`config.mk`:
```
export PLATFORM = sky130hd
export DESIGN_NAME = syst_collector
export DESIGN_NICKNAME = d
export VERILOG_FILES = /design/src/rtl/syst_collector.sv
export SDC_FILE = /design/constraint.sdc
export NUM_CORES = 1
export LEC_CHECK = 0
export BUFFER_PORTS_ARGS = -buffer_cell sky130_fd_sc_hd__clkbuf_2
export CAP_MARGIN = 0
export CORE_MARGIN = 8
export CORE_UTILIZATION = 42
export DETAILED_ROUTE_END_ITERATION = 10
export PLACE_DENSITY = 0.71
export SYNTH_ARGS = -nofsm -noshare
export SYNTH_HDL_FRONTEND = slang
export SYNTH_SLANG_ARGS = --single-unit
```
`constraint.sdc`:
```
create_clock -name clk -period 6.1 [get_ports clk]
set_input_delay 0.61 -clock clk [delete_from_list [all_inputs] [get_ports clk]]
set_output_delay 0.61 -clock clk [all_outputs]
set_load 0.05 [all_outputs]
```
`src/rtl/syst_collector.sv`:
```
// rtl/syst_collector.sv - deskews skewed systolic column results into aligned frames and buffers them
// Purpose: column k of a frame arrives k cycles after column 0. Column k is delayed by
//   N_COLS-1-k enable-gated register stages so all columns of a frame line up. An aligned
//   frame is pushed into a 2-entry FIFO whose head register drives the output.
// Ports:
//   clk, arstn       clock, asynchronous active-low reset
//   enable           advances the deskew stages; aligned valid is ignored while low
//   psumm_i          column results, column k in bits [k*S_WIDTH +: S_WIDTH]
//   valid_psumm_i    per-column qualifier
//   data_o, valid_o  FIFO head frame and its valid
//   ready_i          downstream accept (transfer on valid_o && ready_i)
//   overflow_o       sticky: aligned frame dropped because the FIFO was full
//   align_err_o      sticky: only some aligned valids were high
//   frames_o         frames accepted into the FIFO (wraps)
module syst_collector #(
   parameter int N_COLS    = 4,
   parameter int S_WIDTH   = 32,
   parameter int CNT_WIDTH = 16
) (
   input  logic                        clk,
   input  logic                        arstn,
   input  logic                        enable,
   input  logic [N_COLS*S_WIDTH-1:0]   psumm_i,
   input  logic [N_COLS-1:0]           valid_psumm_i,
   output logic [N_COLS*S_WIDTH-1:0]   data_o,
   output logic                        valid_o,
   input  logic                        ready_i,
   output logic                        overflow_o,
   output logic                        align_err_o,
   output logic [CNT_WIDTH-1:0]        frames_o
);

   typedef enum logic [1:0] {EMPTY, ONE, FULL} fifo_state_t;

   logic [N_COLS*S_WIDTH-1:0] aligned_data;
   logic [N_COLS-1:0]         aligned_vld;

   for (genvar k = 0; k < N_COLS; k++) begin : g_col
      localparam int D = N_COLS - 1 - k;
      if (D == 0) begin : g_direct
         // Last column arrives last, so it needs no delay.
         assign aligned_data[k*S_WIDTH +: S_WIDTH] = psumm_i[k*S_WIDTH +: S_WIDTH];
         assign aligned_vld[k]                     = valid_psumm_i[k];
      end else begin : g_delay
         logic [S_WIDTH-1:0] sd [D];
         logic [D-1:0]       sv;
         always_ff @(posedge clk or negedge arstn) begin
            if (!arstn) begin
               for (int i = 0; i < D; i++) sd[i] <= '0;
               sv <= '0;
            end else if (enable) begin
               sd[0] <= psumm_i[k*S_WIDTH +: S_WIDTH];
               sv[0] <= valid_psumm_i[k];
               for (int i = 1; i < D; i++) begin
                  sd[i] <= sd[i-1];
                  sv[i] <= sv[i-1];
               end
            end
         end
         assign aligned_data[k*S_WIDTH +: S_WIDTH] = sd[D-1];
         assign aligned_vld[k]                     = sv[D-1];
      end
   end

   logic push;
   logic partial;
   logic pop;

   assign push    = enable && (&aligned_vld);
   assign partial = enable && (|aligned_vld) && !(&aligned_vld);

   fifo_state_t               state, state_nxt;
   logic [N_COLS*S_WIDTH-1:0] head, tail;
   logic                      ld_head_new, ld_head_tail, ld_tail, accept, drop;

   assign valid_o = (state != EMPTY);
   assign pop     = valid_o && ready_i;
   assign data_o  = head;

   always_ff @(posedge clk or negedge arstn) begin
      if (!arstn) state <= EMPTY;
      else        state <= state_nxt;
   end

   always_comb begin
      state_nxt    = state;
      ld_head_new  = 1'b0;
      ld_head_tail = 1'b0;
      ld_tail      = 1'b0;
      accept       = 1'b0;
      drop         = 1'b0;
      case (state)
         EMPTY: begin
            if (push) begin
               state_nxt   = ONE;
               ld_head_new = 1'b1;
               accept      = 1'b1;
            end
         end
         ONE: begin
            if (push && !pop) begin
               state_nxt = FULL;
               ld_tail   = 1'b1;
               accept    = 1'b1;
            end else if (push && pop) begin
               // Head leaves while the new frame replaces it.
               ld_head_new = 1'b1;
               accept      = 1'b1;
            end else if (pop) begin
               state_nxt = EMPTY;
            end
         end
         FULL: begin
            if (pop) begin
               ld_head_tail = 1'b1;
               if (push) begin
                  ld_tail = 1'b1;
                  accept  = 1'b1;
               end else begin
                  state_nxt = ONE;
               end
            end else if (push) begin
               drop = 1'b1;
            end
         end
         default: state_nxt = EMPTY;
      endcase
   end

   always_ff @(posedge clk or negedge arstn) begin
      if (!arstn) begin
         head        <= '0;
         tail        <= '0;
         overflow_o  <= 1'b0;
         align_err_o <= 1'b0;
         frames_o    <= '0;
      end else begin
         if (ld_head_new)       head <= aligned_data;
         else if (ld_head_tail) head <= tail;
         if (ld_tail)           tail <= aligned_data;
         if (drop)              overflow_o  <= 1'b1;
         if (partial)           align_err_o <= 1'b1;
         if (accept)            frames_o    <= frames_o + CNT_WIDTH'(1);
      end
   end

endmodule

```
---- Word level (Yosys, flattened, before mapping) ----
Index checks and enable logic that the tools add are counted.
cells by class
  eq/ne operators ......................... 7
  mux-type cells .......................... 22
  reduce and logical (&&, ||, !) cells .... 14
  add/sub/neg operators ................... 1
operator list
  cell                   count
  $mux 128               2
  $add 16x1->16 const B  1
  $mux 2                 6
  $mux 1                 10
  $logic_and 1x1->1      6
  $ne 2x2->1 const B     3
  $ne 3x3->1 const B     2
  $pmux 2 s3             1
  $reduce_and 5->1       1
  $pmux 1 s2             2
  $reduce_and 4->1       1
  $reduce_bool 2->1      2
  $reduce_or 4->1        1
  $pmux 1 s3             1
  $eq 2x1->1 const B     1
  $eq 2x2->1 const B     1
  $logic_not 1->1        2
  $logic_not 2->1        1
word-level totals
  input port bits ......................... 136
  output and inout bits ................... 147
  register bits after elaboration ......... 474
  word-level logic and storage cells ...... 59

---- Depth between registers and ports, before layout ----
Gate-level depths: netlist (run 1).
  word-level depth ........................ 7
  depth in mapped cells ................... 9
  gate-level depth less buffers ........... 6

---- Worst setup path after synthesis (run 1) ----
Ideal clock, no wire load.
  kind .................................... register to register
  from .................................... register state[0]
  to ...................................... register tail[100]
  cell stages (with the launch flop) ...... 9
  clock period less this slack ............ 2.334 ns
  setup slack ............................. 3.766 ns
  required time ........................... 5.975 ns
  path buffers ............................ 2
  arrival ................................. 2.208 ns
  library setup time ...................... 0.125 ns
  cell sequence ........................... dfrtp_1 > inv_1 > ha_1 > inv_1 > nand3_2 > a211oi_4 > buf_12 > buf_12 > mux2_4
between the ends
  longest elaborated chain between the ends .. 6
  elaborated cells between the ends (all ways) .. 9
  those cells by class .................... eq/ne (2); mux (3); reduce/logical (4)
RTL lines
  item                    RTL line  source
  from (decl)             72        fifo_state_t state, state_nxt;
  from (signal assigned)  82        else state <= state_nxt;
  $reduce_bool 2->1 *     76        assign valid_o = (state != EMPTY);
  via valid_o             26        output logic valid_o,
  $logic_and 1x1->1 *     77        assign pop = valid_o && ready_i;
  $logic_not 1->1         101       if (push && !pop) begin
  $logic_and 1x1->1       101
  $mux 1                  101
  $pmux 1 s2 *            92        case (state)
  to (signal assigned)    140       if (ld_tail) tail <= aligned_data;
  to (decl)               73        logic [N_COLS*S_WIDTH-1:0] head, tail;
The timed path passes the listed nets; every way through them passes the cells marked *.
A chain may end at the register's enable or synchronous reset.

---- Worst setup path in the final report (run 1) ----
  from .................................... register state[0]
  to ...................................... register tail[123]
between the ends
  longest elaborated chain between the ends .. 6
  elaborated cells between the ends (all ways) .. 9
  those cells by class .................... eq/ne (2); mux (3); reduce/logical (4)
RTL lines
  item               RTL line
  $reduce_bool 2->1  76
  $logic_and 1x1->1  77
  $logic_not 1->1    101
  $logic_and 1x1->1  101
  $mux 1             101
  $pmux 1 s2 *       92
Every way passes the cells marked *; elsewhere a longest branch is shown, timed or not.

==> out/qor.txt, run 1 <==
most common cell in the netlist: dfrtp_1
layout cells sized above 1: 0.433
All-Layer GR Usage: 0.151
Post-synth top cells: dfrtp_1 (474), mux2_2 (216), mux2i_1 (128), nor2_1 (123), a21oi_1 (119)
post-route ant nets: 0
number of fill cells: 4058
Area growth, synth to finish: 16.6%
postcts setup bufs: 0
GPL Wtd Cong: 0.763
endpoints failing setup: 0
H-tree levels: 2
Setup TNS: 0 ns
drt drc: 0
CTS tree: built
die width: 233 µm
worst skew pair latency: 0.59 ns
Tightest Pin Transition: 1.07 ns
DR vias/cell: 4.97
Core ar.: 46500 µm²
Net Count, Synth: 1489
CTS Hold Bufs: 0
CTS Sinks: 474
total CTS buffers: 51
Final period util: 0.581
CP endpoint kind: register
initial antenna violation count: 4
ys flop type: dfrtp_1
Net Sw Power: 4.03 mW
flop-to-flop setup slack: 2.56 ns
synthesized instance count: 1348
CP required: 6.55 ns
Yosys top cell by area: dfrtp_1
residual overflow from global routing: 0
max-slew violation count: 0
largest net degree at the start of global routing: 166
DP HPWL: 25500 µm
startpoint types: register
pwr dens: 468 nW/µm²
synth top area cells: dfrtp_1 (60%), mux2_2 (12%), mux2_4 (7.6%)
# IOs: 283
P_int: 6.74 mW
Yosys warning count: 0
Post-synth EDFFs: 0
DR vias: 11.2k
Die Y: 233 µm
Seq cells post-synth: 474
Pwr Total: 10.8 mW
clock buffer depth: 3
Post-Synthesis Cell Area: 19700 µm²
first-pass GRT wire length: 66000 µm
fin crit period: 3.54 ns
Mapped Avg Cell Area: 14.6 µm²
Initial Util: 0.425
critical path class: register to register
Slew HR: 0.283
CTS root buffer: clkbuf_16
Clock power frac: 0.289
Flop pwr share: 0.403
Logic pwr share: 0.308
max cap viols: 0
switch share: 0.374
worst IR drop on VDD: 0.361 mV
final WL: 41100 µm
row count: 79
unrepaired setup endpoints after global routing: no
DRT iter0 DRCs: 772
die area: 54200 µm²
Clock Skews: 0.0269 ns
Crit Path Max Fanout: 49
leakage: 11.6 nW
Synth top area share: 0.601
Worst Setup SP: state[0]
Hold Crit Class: primary input to async pin
Layout Nets: 1755
status: finished, final reports clean
post-synthesis sequential area ratio: 0.601
final hold vios: 0
CTS resizes: 0
Arr. time, crit path: 3.99 ns
max frequency: 0.282 GHz
post-DR wirelength/cell: 18.2 µm
Buffers on Ports: 282
FFs w/ async S/R, synth: 1.00
DR pass1 iterations: 5
clock edge transition at the registers on the reported setup and hold paths: 0.06 ns
Reg-to-Reg Start: state[0]
unique cell type count in the Yosys netlist: 46
vias in the first global route: 12.0k
==> critical path: stages, from the launching register on <==
cell and delay, ns:
dfrtp_1 0.42, inv_1 0.10, ha_1 0.27, inv_1 0.17, nand3_4 0.75, a211oi_4 0.54
buf_4 0.72, mux2_2 0.42
==> cell type report <==
cell class              instances  area (µm²)  share of cell area
inverters                       7        26.3             0.00114
clock inverters                13         214             0.00930
diodes                          3        7.51            0.000326
well taps                     607         759              0.0330
repair buffers                293        1560              0.0679
clock buffers                  76        1480              0.0644
multi-input cells             787        7100               0.309
flip-flops and latches        474       11900               0.515
==> registers in the layout, summed over array words and instances, names as in the netlist <==
register          count
tail                128
data_o              128
overflow_o            1
aligned_data         64
frames_o             16
state                 2
g_col.g_delay.sv      6
g_col.g_delay.sd    128
align_err_o           1
==> power groups by stage <==
| stage | registers, mW | clock network, mW | logic, mW |
|---|---|---|---|
| after floorplan | 5.82 | 0 | 0.986 |
| after global placement | 4.35 | 0 | 3.30 |
| after detailed placement | 4.39 | 0 | 3.37 |
| after CTS | 4.35 | 3.23 | 3.37 |
| after global routing | 4.44 | 3.35 | 3.52 |
| final | 4.34 | 3.11 | 3.32 |
==> cells in the final DEF (no fill, tap or decap), drive strengths merged, types with 2 or more instances in the layout <==
| master | instances |
|---|---|
| a211oi | 3 |
| a21oi | 129 |
| and3 | 2 |
| and4 | 2 |
| buf | 12 |
| bufinv | 5 |
| clkbuf | 357 |
| clkinv | 5 |
| clkinvlp | 2 |
| dfrtp | 474 |
| diode | 3 |
| ha | 5 |
| inv | 8 |
| mux2 | 326 |
| mux2i | 128 |
| nand2 | 10 |
| nand2b | 2 |
| nand3 | 8 |
| nand3b | 2 |
| nand4 | 5 |
| nor2 | 133 |
| nor3 | 4 |
| nor4 | 2 |
| o21ai | 2 |
| or4 | 2 |
| xnor2 | 13 |
| xor2 | 2 |
==> per-layer routing <==
metal / vias up / GRT usage / routed length, µm
met1: 5656 / 0.194 / 17800
met2: 237 / 0.242 / 19400
met3: 71 / 0.0415 / 2670
li1: 5260 / - / -
met4: 2 / 0.0581 / 1200
met5: - / 0 / 10
==> path summary, 6_finish.rpt <==
check                                           to  depth (start not counted)
setup reg to reg                         tail[123]                          7
max in group asynchronous               data_o[84]                          2
hold reg to reg                          tail[116]                          1
hold / removal             g_col[1].g_delay.sd[48]                          1
setup / recovery                         tail[123]                          7
min in group clk           g_col[0].g_delay.sd[87]                          2
==> per-stage QoR <==
stage	hold WS, ns	area (µm²)	utilization	worst slack [ns]	std cells
6_report	0.0787	23000	0.495	2.56	2260
3_3_place_gp	0.460	21300	0.459	2.59	2168
5_1_grt	0.145	23000	0.495	2.29	2259
2_1_floorplan	0.314	19700	-	3.77	1348
3_5_place_dp	0.479	21300	0.459	2.48	2168
4_1_cts	0.111	23000	0.495	2.46	2257
==> logic make-up (layout without fill, tap and decap cells) <==
| logic type | count (synthesis) | count (layout) | synth area share |
|---|---|---|---|
| and+or+nand+nor | 173 | 173 | 0.0399 |
| other | 0 | 3 | 0 |
| AOI/OAI and AO/OA | 140 | 140 | 0.0396 |
| adders and majority gates | 5 | 5 | 0.00317 |
| xor gates and xnor gates | 15 | 15 | 0.00666 |
| muxes | 454 | 454 | 0.270 |
| DFF | 474 | 474 | 0.601 |
| buffers and inverters | 87 | 389 | 0.0396 |
Note: power is estimated with default switching activity, not from simulation.
==> run 2, diff against run 1 <==
--- a/config.mk
+++ b/config.mk
@@ -5,6 +5,7 @@
 export SDC_FILE = /design/constraint.sdc
 export NUM_CORES = 1
 export LEC_CHECK = 0
+export ABC_AREA = 1
 export BUFFER_PORTS_ARGS = -buffer_cell sky130_fd_sc_hd__clkbuf_2
 export CAP_MARGIN = 0
 export CORE_MARGIN = 8
==> constraint.sdc (replaced) <==
create_clock -name clk -period 3.3 [get_ports clk]
set_input_delay 0.33 -clock clk [delete_from_list [all_inputs] [get_ports clk]]
set_output_delay 0.33 -clock clk [all_outputs]
set_load 0.05 [all_outputs]
==> run 2 against run 1 <==
  * Global-route usage rose by 4.6 points
  * Via count rose by 49%
  * Total power rose by 57%
  * Synthesized cell count rose by 68%
  * Critical endpoint is now data_o[32]
  * Largest power group unchanged
  * Highest routed layer is now met4
==> out/qor.txt, run 2 <==
Area growth, synth to finish: 24.3% (was 16.6%)
critical path class: register to register (unchanged)
final hold vios: 0 (unchanged)
Yosys top cell by area: dfrtp_1 (unchanged)
final WL: 53900 µm (was 41100 µm)
Layout Nets: 2737 (was 1755)
GPL Wtd Cong: 0.836 (was 0.763)
initial antenna violation count: 0 (was 4)
met1 usage: 0.256 (was 0.194)
worst hold stages: 3
clock buffer depth: 3 (unchanged)
Post-Synthesis Cell Area: 19700 µm² (about the same)
first-pass GRT wire length: 87300 µm (was 66000 µm)
worst hold path startpoint: psumm_i[2]
CTS resizes: 0 (unchanged)
Synth top area share: 0.601 (about the same)
Yosys warning count: 0 (unchanged)
Reg-to-Reg Start: state[1] (was state[0])
max frequency: 0.367 GHz (was 0.282 GHz)
cells on worst reg2reg path: 8 (was 7)
Post-synth top cells: nand2_1 (937), nand3_1 (521), dfrtp_1 (474), o21ai_0 (71), buf_2 (70) (was dfrtp_1 (474), mux2_2 (216), mux2i_1 (128), nor2_1 (123), a21oi_1 (119))
CTS tree: built (unchanged)
FFs w/ async S/R, synth: 1.00 (unchanged)
met2 usage: 0.326 (was 0.242)
reg2reg end: data_o[32] (was tail[123])
Clock Skews: 0.0263 ns (was 0.0269 ns)
CTS Sinks: 474 (unchanged)
row count: 79 (unchanged)
CTS root buffer: clkbuf_16 (unchanged)
DP HPWL: 31500 µm (was 25500 µm)
drt drc: 0 (unchanged)
flop-to-flop setup slack: 0.58 ns (was 2.56 ns)
max cap viols: 0 (unchanged)
vias in the first global route: 16.6k (was 12.0k)
unique cell type count in the Yosys netlist: 23 (was 46)
Slew HR: 0.0518 (was 0.283)
DR vias: 16.7k (was 11.2k)
unrepaired setup endpoints after global routing: no (unchanged)
most common cell in the netlist: nand2_1 (was dfrtp_1)
DRT iter0 DRCs: 1362 (was 772)
Tightest Pin Transition: 1.42 ns (was 1.07 ns)
synth top area cells: dfrtp_1 (60%), nand2_1 (18%), nand3_1 (13%) (was dfrtp_1 (60%), mux2_2 (12%), mux2_4 (7.6%))
Post-synth EDFFs: 0 (unchanged)
worst IR drop on VDD: 0.548 mV (was 0.361 mV)
worst skew pair latency: 0.59 ns (about the same)
die width: 233 µm (about the same)
CP required: 3.80 ns (was 6.55 ns)
pwr dens: 689 nW/µm² (was 468 nW/µm²)
Arr. time, crit path: 3.23 ns (was 3.99 ns)
leakage: 13.0 nW (was 11.6 nW)
All-Layer GR Usage: 0.197 (was 0.151)
Hold Crit Class: primary input to register (was primary input to async pin)
fin crit period: 2.72 ns (was 3.54 ns)
Setup TNS: 0 ns (unchanged)
layout cells sized above 1: 0.153 (was 0.433)
Placed Cells incl. Taps: 3017 (was 2168)
max-slew violation count: 0 (unchanged)
post-DR wirelength/cell: 16.6 µm (was 18.2 µm)
Initial Util: 0.425 (about the same)
post-synthesis sequential area ratio: 0.601 (about the same)
clock edge transition at the registers on the reported setup and hold paths: 0.06 ns (about the same)
DR vias/cell: 5.14 (was 4.97)
# IOs: 283 (unchanged)
Crit Path Max Fanout: 230 (was 49)
crit-path max cell delay: 0.48 ns (was 0.75 ns)
Critical-path top delay cell: buf_12 (was nand3_4)
critical path, cell by cell: inv_1 -> ha_1 -> nor2_1 -> nor2_1 -> nand2_8 -> buf_12 -> nand3_1 -> nand3_1 (was inv_1 -> ha_1 -> inv_1 -> nand3_4 -> a211oi_4 -> buf_4 -> mux2_2)
Die Y: 233 µm (about the same)
startpoint types: register (unchanged)
Final period util: 0.825 (was 0.581)
status: finished, final reports clean (unchanged)
Net Count, Synth: 2403 (was 1489)
Buffers on Ports: 282 (unchanged)
most frequent cells in the layout: nand2_1 (934), nand3_1 (521), dfrtp_1 (474) (was dfrtp_1 (474), clkbuf_2 (280), mux2_2 (216))
largest net degree at the start of global routing: 231 (was 166)
endpoints failing setup: 0 (unchanged)
DR pass1 iterations: 5 (unchanged)
postcts setup bufs: 0 (unchanged)
commonest non-fill, non-tap cell in the layout: nand2_1 (was dfrtp_1)
die area: 54200 µm² (about the same)
CP endpoint kind: register (unchanged)
grt peak-use layer: met2 (unchanged)
ys flop type: dfrtp_1 (unchanged)
end of the worst hold path: g_col[0].g_delay.sd[66]
Seq cells post-synth: 474 (unchanged)
residual overflow from global routing: 0 (unchanged)
H-tree levels: 2 (unchanged)
Layout Cells excl Fill: 3244 (was 2260)
total CTS buffers: 51 (unchanged)
Core ar.: 46500 µm² (unchanged)
post-route ant nets: 0 (unchanged)
final cell utilization of the core: 0.528 (was 0.495)
synthesized instance count: 2262 (was 1348)
Mapped Avg Cell Area: 8.72 µm² (was 14.6 µm²)
met3 GRT Util: 0.0295 (was 0.0415)
## run 2: final cells by class
class / count / area [µm²]
repair buffers: 439 / 3090
flip-flops and latches: 474 / 11900
well taps: 607 / 759
clock inverters: 17 / 231
multi-input cells: 1578 / 6860
diodes: 1 / 2.50
fillers: 4207 / 21900
clock buffers: 76 / 1500
inverters: 52 / 203
## run 2: worst max path at each step
stage / start / end / slack, ns / depth (start not counted)
finish: state[1] / data_o[32] / 0.58 / 8
global route: state[1] / data_o[9] / 0.45 / 8
CTS: state[1] / data_o[77] / 0.80 / 8
detailed placement: state[1] / data_o[77] / 0.86 / 8
global placement: state[1] / data_o[117] / 0.98 / 9
floorplan: state[0] / tail[107] / 1.44 / 12
## run 2: logic make-up (layout without fill, tap and decap cells)
kind of cell | Yosys count | count (layout) | share of synthesized area
and+or+nand+nor | 1492 | 1492 | 0.320
adders and majority gates | 5 | 5 | 0.00317
xor gates and xnor gates | 8 | 8 | 0.00355
other | 0 | 1 | 0
DFF | 474 | 474 | 0.601
AOI/OAI and AO/OA | 73 | 73 | 0.0188
buffers and inverters | 210 | 584 | 0.0535
## run 2: layer usage
layer / vias up / share of wire / routed length, µm
met1: 8013 / 0.42 / 22800
li1: 7967 / - / -
met5: - / 0 / 0
met4: 0 / 0.037 / 1980
met3: 106 / 0.061 / 3290
met2: 592 / 0.48 / 25800
## run 2: what timing repair did
item / 4_1_cts / 5_1_grt
hold buffers: 133 / 0
hold endpoints to repair: 236 / 0
endpoints found under the setup margin: 0 / 0
## run 2: where the power goes
group | total, mW | internal [mW] | switching, mW
clock network | 5.85 | 3.53 | 2.32
logic | 3.83 | 0.923 | 2.90
registers | 7.20 | 6.64 | 0.557
total | 16.9 | 11.1 | 5.78
## run 2: through the flow
stage	cell area, µm²	power [mW]	worst slack [ns]	hold WS (ns)
2_1_floorplan	19700	9.74	1.44	0.0344
3_3_place_gp	21400	10.9	0.980	0.406
3_5_place_dp	21400	11.0	0.857	0.413
4_1_cts	24500	17.1	0.799	0.0161
5_1_grt	24500	17.6	0.453	0.0679
6_report	24500	16.9	0.578	0.0544
## run 2: worst max-delay path, delay by kind of cell (launching register included)
kind / cells / cell delay [ns]
adders and majority gates: 1 / 0.22
buffers and inverters: 2 / 0.59
and+or+nand+nor: 5 / 0.88
DFF: 1 / 0.40
==> run 3, diff against run 2 <==
--- a/config.mk
+++ b/config.mk
@@ -11,7 +11,7 @@
 export CORE_MARGIN = 8
 export CORE_UTILIZATION = 42
 export DETAILED_ROUTE_END_ITERATION = 10
-export PLACE_DENSITY = 0.71
+export PLACE_DENSITY = 0.73
 export SYNTH_ARGS = -nofsm -noshare
 export SYNTH_HDL_FRONTEND = slang
 export SYNTH_SLANG_ARGS = --single-unit
==> constraint.sdc (replaced) <==
create_clock -name clk -period 2.3 [get_ports clk]
set_input_delay 0.23 -clock clk [delete_from_list [all_inputs] [get_ports clk]]
set_output_delay 0.23 -clock clk [all_outputs]
set_load 0.05 [all_outputs]
==> run 3 against run 2 <==
  * Via count up 0.83%
  * Clock skew down 0.0063 ns
  * Clock power up 43%
  * Final cell count up 0.55%
  * Fmax up 28%
  * Register-to-register slack worse by 0.41 ns
  * Count of clock-buffer cells in the layout down 9
  * Core utilization up 0.55 points
  * Sequential power up 43%
  * Critical path type unchanged
  * Highest routed layer unchanged
==> out/qor.txt, run 3 (same netlist as run 2, synthesis figures left out) <==
CTS Sinks: 474 (unchanged)
unrepaired setup endpoints after global routing: no (unchanged)
Initial Util: 0.425 (unchanged)
max frequency: 0.469 GHz (was 0.367 GHz)
number of fill cells: 4113 (was 4207)
FF+latch area: 11900 µm² (unchanged)
worst IR drop on VDD: 0.721 mV (was 0.548 mV)
Crit Path Max Fanout: 64 (was 230)
All-Layer GR Usage: 0.198 (was 0.197)
layout cells sized above 1: 0.160 (was 0.153)
H-tree levels: 2 (unchanged)
max-slew violation count: 0 (unchanged)
CP endpoint kind: register (unchanged)
Buffers on Ports: 282 (unchanged)
worst skew pair latency: 0.60 ns (was 0.59 ns)
Slew HR: 0.506 (was 0.0518)
status: finished, final reports clean (unchanged)
CTS root buffer: clkbuf_16 (unchanged)
final hold vios: 0 (unchanged)
setup slack after layout: 0.166 ns (was 0.578 ns)
clock buffer depth: 3 (unchanged)
Layout Nets: 2751 (was 2737)
total CTS buffers: 52 (was 51)
Core ar.: 46500 µm² (unchanged)
residual overflow from global routing: 0 (unchanged)
DR vias: 16.8k (was 16.7k)
leakage: 13.1 nW (was 13.0 nW)
postcts setup bufs: 0 (unchanged)
first-pass GRT wire length: 88300 µm (was 87300 µm)
DP HPWL: 33000 µm (was 31500 µm)
critical path class: register to register (unchanged)
clock edge transition at the registers on the reported setup and hold paths: 0.06 ns (about the same)
initial antenna violation count: 1 (was 0)
max cap viols: 0 (unchanged)
post-DR wirelength/cell: 16.7 µm (was 16.6 µm)
Critical-path top delay cell: dfrtp_1 (was buf_12)
commonest non-fill, non-tap cell in the layout: nand2_1 (unchanged)
drt drc: 0 (unchanged)
Arr. time, crit path: 2.65 ns (was 3.23 ns)
die area: 54200 µm² (unchanged)
post-route ant nets: 0 (unchanged)
Tightest Pin Transition: 0.741 ns (was 1.42 ns)
Final period util: 0.928 (was 0.825)
Setup TNS: 0 ns (unchanged)
endpoints failing setup: 0 (unchanged)
critical path, cell by cell: inv_1 -> ha_1 -> nor2_1 -> nor2_1 -> nand2_8 -> inv_4 -> buf_12 -> nand2_1 -> nand3_1 (was inv_1 -> ha_1 -> nor2_1 -> nor2_1 -> nand2_8 -> buf_12 -> nand3_1 -> nand3_1)
worst hold stages: 4 (was 3)
DR vias/cell: 5.16 (was 5.14)
Post-Place Setup Slack: 0.202 ns (was 0.857 ns)
Area growth, synth to finish: 25.6% (was 24.3%)
DRT iter0 DRCs: 1269 (was 1362)
crit-path max cell delay: 0.43 ns (was 0.48 ns)
Hold Crit Class: primary input to register (unchanged)
# IOs: 283 (unchanged)
Clock Skews: 0.0200 ns (was 0.0263 ns)
final WL: 54500 µm (was 53900 µm)
CP required: 2.81 ns (was 3.80 ns)
Die Y: 233 µm (unchanged)
area of the multi-input gates: 6860 µm² (unchanged)
die width: 233 µm (unchanged)
cells on worst reg2reg path: 9 (was 8)
fin crit period: 2.13 ns (was 2.72 ns)
startpoint types: register (unchanged)
GPL Wtd Cong: 0.846 (was 0.836)
DR pass1 iterations: 5 (unchanged)
worst hold margin: 0.0722 ns (was 0.0544 ns)
largest net degree at the start of global routing: 162 (was 231)
Pwr Total: 24.3 mW (was 16.9 mW)
most frequent cells in the layout: nand2_1 (934), nand3_1 (521), dfrtp_1 (474) (unchanged)
pwr dens: 982 nW/µm² (was 689 nW/µm²)
CTS tree: built (unchanged)
vias in the first global route: 16.9k (was 16.6k)
row count: 79 (unchanged)
most used cell, CP: nor2_1
==> run 3: changes by cell type in the layout (fill, tap and decap cells not counted), moves of 2 or more <==
| cell | previous run | this run |
|---|---|---|
| clkinv_2 | 8 | 15 |
| clkbuf_8 | 11 | 9 |
| clkinvlp_4 | 1 | 4 |
| diode_2 | 1 | 3 |
| clkbuf_1 | 13 | 6 |
| inv_6 | 2 | 4 |
| buf_12 | 12 | 23 |
==> run 3: timing repair <==
item	in CTS	in global routing
gates resized for setup	0	1
endpoints found under the hold margin	211	0
hold buffers	133	0
setup endpoints to repair	0	1
==> run 3: worst max-delay path, delay by kind of cell (launching register included) <==
kind	cells	cell delay [ns]
simple gates	5	0.80
buf+inv	3	0.58
flops	1	0.43
fa+ha+maj	1	0.22
==> run 3: through the flow <==
stage,utilization,instance area (µm²),instances
global route,0.533,24800,3260
CTS,0.533,24800,3259
global placement,0.467,21700,3030
finish,0.533,24800,3262
floorplan,-,19700,2262
detailed placement,0.467,21700,3030
==> run 3: power breakdown <==
group          internal [mW]  switching [mW]
clock                   4.92            3.47
combinational           1.40            4.19
sequential              9.53           0.791
==> run 3: path summary, 6_finish.rpt <==
kind | start | end | slack (ns)
worst max register to register | state[1] | data_o[29] | 0.17
worst min register to register | g_col[0].g_delay.sd[33] | aligned_data[1] | 0.47
min in group asynchronous | arstn | data_o[42] | 0.21
max in group asynchronous | arstn | data_o[113] | 1.26
worst max-delay path | state[1] | data_o[29] | 0.17
worst min-delay path | ready_i | state[1] | 0.07
==> run 3: cell type report <==
class / count / area share
Antenna cell: 3 / 0.000303
Clock buffer: 67 / 0.0585
Clock inverter: 29 / 0.0120
Inverter: 52 / 0.00819
Multi-Input combinational cell: 1578 / 0.277
Sequential cell: 474 / 0.479
Tap cell: 607 / 0.0307
Timing Repair Buffer: 452 / 0.134
==> run 3: layer usage <==
metal	routed length (µm)	up-vias	global-route usage	share of wire
met5	0	-	0	0
met4	2110	0	0.0907	0.039
met3	3430	133	0.0382	0.063
met2	26300	553	0.326	0.48
met1	22600	8135	0.253	0.42
li1	-	7995	-	-
